--- config.mk ---
export PLATFORM = sky130hd
export DESIGN_NAME = fetch_stage_ctrl
export DESIGN_NICKNAME = d
export VERILOG_FILES = /design/src/rtl/fetch_stage_ctrl.sv
export SDC_FILE = /design/constraint.sdc
export NUM_CORES = 1
export LEC_CHECK = 0
export CAP_MARGIN = 40
export CORE_MARGIN = 4
export CORE_UTILIZATION = 47
export DETAILED_ROUTE_END_ITERATION = 10
export PLACE_DENSITY = 0.83
export RECOVER_POWER = 25
export SLEW_MARGIN = 15
export SYNTH_ARGS = -nofsm -noshare
export SYNTH_HDL_FRONTEND = slang
export SYNTH_SLANG_ARGS = --single-unit
export TNS_END_PERCENT = 100
--- constraint.sdc ---
create_clock -name clk_i -period 4.4 [get_ports clk_i]
set_clock_uncertainty 0.1 [all_clocks]
set_input_delay 1.1 -clock clk_i [delete_from_list [all_inputs] [get_ports clk_i]]
set_output_delay 1.1 -clock clk_i [all_outputs]
set_load 0.01 [all_outputs]
--- src/rtl/fetch_stage_ctrl.sv ---
// Instruction-fetch stage: program counter, IF/ID pipeline register, and
// saturating stall/flush event counters driven by the hazard unit controls.
module fetch_stage_ctrl #(
  parameter logic [31:0] RESET_PC  = 32'h0000_0000,
  parameter int unsigned CNT_WIDTH = 16
) (
  input  logic                 clk_i,
  input  logic                 rst_n,
  input  logic                 PC_Write,
  input  logic                 IF_ID_Write,
  input  logic                 IF_Flush,
  input  logic                 PCSrc,
  input  logic [31:0]          Branch_Target,
  input  logic [31:0]          IM_Instr,
  output logic [31:0]          IM_Addr,
  output logic [31:0]          IF_ID_PC4,
  output logic [31:0]          IF_ID_Instr,
  output logic                 IF_ID_Valid,
  output logic [CNT_WIDTH-1:0] Stall_Count,
  output logic [CNT_WIDTH-1:0] Flush_Count
);

  localparam logic [CNT_WIDTH-1:0] CNT_ONE = CNT_WIDTH'(1);

  logic [31:0] pc;
  logic [31:0] pc_plus4;
  logic        stall_evt;

  always_comb begin
    pc_plus4  = pc + 32'd4;
    stall_evt = !PC_Write && !PCSrc;
  end

  // A redirect always wins over a stall so a taken branch is never lost.
  always_ff @(posedge clk_i or negedge rst_n) begin
    if (!rst_n) begin
      pc <= {RESET_PC[31:2], 2'b00};
    end else if (PCSrc) begin
      pc <= {Branch_Target[31:2], 2'b00};
    end else if (PC_Write) begin
      pc <= pc_plus4;
    end
  end

  assign IM_Addr = pc;

  always_ff @(posedge clk_i or negedge rst_n) begin
    if (!rst_n) begin
      IF_ID_PC4   <= '0;
      IF_ID_Instr <= '0;
      IF_ID_Valid <= 1'b0;
    end else if (IF_Flush) begin
      IF_ID_PC4   <= '0;
      IF_ID_Instr <= '0;
      IF_ID_Valid <= 1'b0;
    end else if (IF_ID_Write) begin
      IF_ID_PC4   <= pc_plus4;
      IF_ID_Instr <= IM_Instr;
      IF_ID_Valid <= 1'b1;
    end
  end

  always_ff @(posedge clk_i or negedge rst_n) begin
    if (!rst_n) begin
      Stall_Count <= '0;
      Flush_Count <= '0;
    end else begin
      if (stall_evt && (Stall_Count != '1)) begin
        Stall_Count <= Stall_Count + CNT_ONE;
      end
      if (IF_Flush && (Flush_Count != '1)) begin
        Flush_Count <= Flush_Count + CNT_ONE;
      end
    end
  end

endmodule

==> reports/metrics.yaml <==
antenna_found_initial: 0
synth_adder_area_share_pct: 0.581
cts.path.max_buffers: 2
die_x_um: 125
finalCritPeriodShare_pct: 81.3
place_congestion: 0.861
pwr-share-comb_pct: 20.8
hpwlAfterDp_um: 13300
cts_max_level: 4
layout-drive-gt1-share_pct: 6.18
grt_pass1_vias: 5770
first_pass_iters: 5
placed_cells: 986
synthSimpleGateAreaFrac_pct: 21.9
vias_per_cell: 5.68
fin_crit_ns: 3.58
syn_inst: 660
start_util_pct: 48.4
synth_ff_type: "dfrtp_1"
clock_latency_ns: 0.42
synth.distinct_cells: 56
diodes: 0
die_y_um: 125
violations: "max-capacitance violations, max-slew violations"
row_count: 42
ios: 199
synth_area_um2: 6460
cp-end-kind: "flip-flop"
clk_pin_slew_worst_paths_ns: 0.05
power.switching_mw: 1.02
remaining_drc_errors: 0
synth_largest_area_cell: "dfrtp_1"
rsz0062_at_grt: "no"
holdBufCountCts: 0
cts_buffers: 17
syn_avg_cell_area_um2: 9.79
synth.yosys.seq_area_share_pct: 48.8
grt_first_pass_wirelength_um: 30200
status: "complete, but fails checks"
start_kind: "input pin"
netSwitchingFraction_pct: 28.6
ys_ff_latch: 126
ctsResizeCount: 0
finalWorstSetupSlack_ns: 0.822
timing_hold_violations_final: 0
arrival_ns: 3.77
drt-total-wl_um: 18500
cts_tree: "yes"
final_antenna_net_count: 0
yosys.area.top_type_share_pct: 48.8
final_net_count: 902
routed.top_layer: "met4"
clkPwrFrac_pct: 37.8
power_density_nw_per_um2: 398
grt_max_degree: 71
synth_warnings: 0
synth_top_family_by_area: "simple AND/OR/NAND/NOR gates"
core_um2: 13300
wl_per_cell_um: 18.2
met1_length_um: 7740
worstPathRequired_ns: 4.59
muxShareOfSynthArea_pct: 6.12
synth_xor_area_share_pct: 6.24
post_cts_buffers: 0
dieArea_um2: 15700
synth_edf_count: 0
tightest_slew_ns: 2.66
pre_cts_ws_ns: 0.657
seqPwrFrac_pct: 41.4
grt-ovfl-total: 0
grt_use_total_pct: 23.6
fin_cells: 1018
drv_slew: 65
clock-sinks: 126
setup-tns-final_ns: 0
dr_wl_met2_um: 9160
p_leak_nw: 3.64
syn2layout_area_growth_pct: 38.3
intPower_mw: 2.54
yosys-top-cells-area: "dfrtp_1, nor2_1, mux2i_1"
drt-initial-drc-count: 583
io_buffers: 194
irDropWorstVdd_mv: 0.283
max_freq_mhz: 279
cp_max_fo: 64
met3RoutedLength_um: 1030
path_class: "input pin to flip-flop"
relSlewSlack_pct: -77.6
synth_compound_gate_area_share_pct: 11.4
hold_path_class: "flip-flop to flip-flop"
cts_root_buffer: "clkbuf_16"
async_reset_ff_share_pct: 100
cap_violations: 1
vias: 5786
setup_viol: 0
-- state kept, by name, indices dropped and copies added (netlist names) --
signal       flops
IF_ID_Instr     32
IF_ID_PC4       31
IM_Addr         30
Flush_Count     16
Stall_Count     16
IF_ID_Valid      1
-- power groups by stage --
stage | Combinational [mW] | Clock [mW] | Sequential (mW)
after floorplan | 0.291 | 0 | 1.49
after global placement | 0.722 | 0 | 1.47
after detailed placement | 0.744 | 0 | 1.48
after CTS | 0.750 | 1.37 | 1.47
after global routing | 0.802 | 1.42 | 1.50
final | 0.739 | 1.34 | 1.47
-- path summary, 6_finish.rpt --
path	startpoint	to	slack [ns]	depth (start not counted)
max in group asynchronous	rst_n	IF_ID_PC4[13]$_DFFE_PN0P_	2.23	2
min reg2reg	Stall_Count[7]$_DFFE_PN0P_	Stall_Count[7]$_DFFE_PN0P_	0.41	1
min in group asynchronous	rst_n	Stall_Count[14]$_DFFE_PN0P_	0.91	1
max	IF_Flush	IF_ID_PC4[27]$_DFFE_PN0P_	0.82	4
max reg2reg	IM_Addr[2]$_DFFE_PN0N_	IF_ID_PC4[22]$_DFFE_PN0P_	1.44	5
min	Stall_Count[7]$_DFFE_PN0P_	Stall_Count[7]$_DFFE_PN0P_	0.41	1
-- cells by family after synthesis --
group / after synthesis
other: 1
AO/OA/AOI/OAI: 110
AND/OR/NAND/NOR: 276
buffers and inverters: 59
adder cells (fa/ha/maj): 3
flip-flops: 126
multiplexers: 39
XOR/XNOR: 46
-- worst max-delay path, cell delays in order --
cell      delay, ns
clkbuf_1       0.19
clkbuf_1       1.91
nor2_1         0.23
o311a_2        0.27
-- layer usage --
layer	global-route usage (%)	vias up
met4	10.5	0
met2	39.3	216
met5	0	-
met3	5.59	51
met1	29.4	2785
li1	-	2734
-- final cells by class --
type                            count  area [um^2]
Inverter                            9         33.8
Clock buffer                       22          454
Clock inverter                     10          115
Sequential cell                   126         3150
Timing Repair Buffer              199         1970
Multi-Input combinational cell    476         2990
Fill cell                        1064         4410
Tap cell                          176          220
-- per-stage QoR --
stage          hold WS (ns)  utilization, %  cell area, um^2  power [mW]
6_report              0.412            66.9             8940        3.56
5_1_grt               0.444            66.9             8940        3.72
4_1_cts               0.413            67.0             8950        3.59
3_5_place_dp          0.398            62.8             8380        2.23
3_3_place_gp          0.385            62.7             8380        2.19
2_1_floorplan         0.421               -             6460        1.78
-- synthesized netlist by cell type, drive strengths merged, types with 2 or more instances --
cell	count
dfrtp	126
nor2	99
nand2	45
mux2i	35
clkbuf	33
xor2	27
o21ai	26
nand3	24
nand4	22
or4	19
xnor2	19
a211oi	17
buf	17
a31oi	16
nor4	16
o31ai	16
nor3	13
a21oi	12
a311oi	12
or3	12
inv	9
and3	6
and4	5
mux2	4
and2	3
ha	3
nor4b	3
or2	3
a2111oi	2
a21boi	2
or3b	2
or4b	2
-- layout by cell type (no fill, tap or decap), drive strengths merged, types with 2 or more instances in the layout --
| cell type | Yosys | final |
|---|---|---|
| a211oi | 17 | 17 |
| and4 | 5 | 5 |
| a31oi | 16 | 16 |
| dfrtp | 126 | 126 |
| a21oi | 12 | 12 |
| nor4 | 16 | 16 |
| a311oi | 12 | 12 |
| mux2 | 4 | 4 |
| mux2i | 35 | 35 |
| or4b | 2 | 2 |
| clkinvlp | 0 | 3 |
| ha | 3 | 3 |
| xor2 | 27 | 27 |
| nor4b | 3 | 3 |
| inv | 9 | 9 |
| buf | 17 | 5 |
| nor3 | 13 | 13 |
| or3b | 2 | 2 |
| or3 | 12 | 12 |
| and2 | 3 | 3 |
| o31ai | 16 | 16 |
| a21boi | 2 | 2 |
| a2111oi | 2 | 2 |
| xnor2 | 19 | 19 |
| nand2 | 45 | 45 |
| nand4 | 22 | 22 |
| clkinv | 0 | 5 |
| conb | 1 | 2 |
| o21ai | 26 | 26 |
| or2 | 3 | 3 |
| nand3 | 24 | 24 |
| clkdlybuf4s50 | 0 | 191 |
| or4 | 19 | 19 |
| nor2 | 99 | 99 |
| clkbuf | 33 | 25 |
| bufinv | 0 | 2 |
| and3 | 6 | 6 |
(Power assumes the default switching activity.)
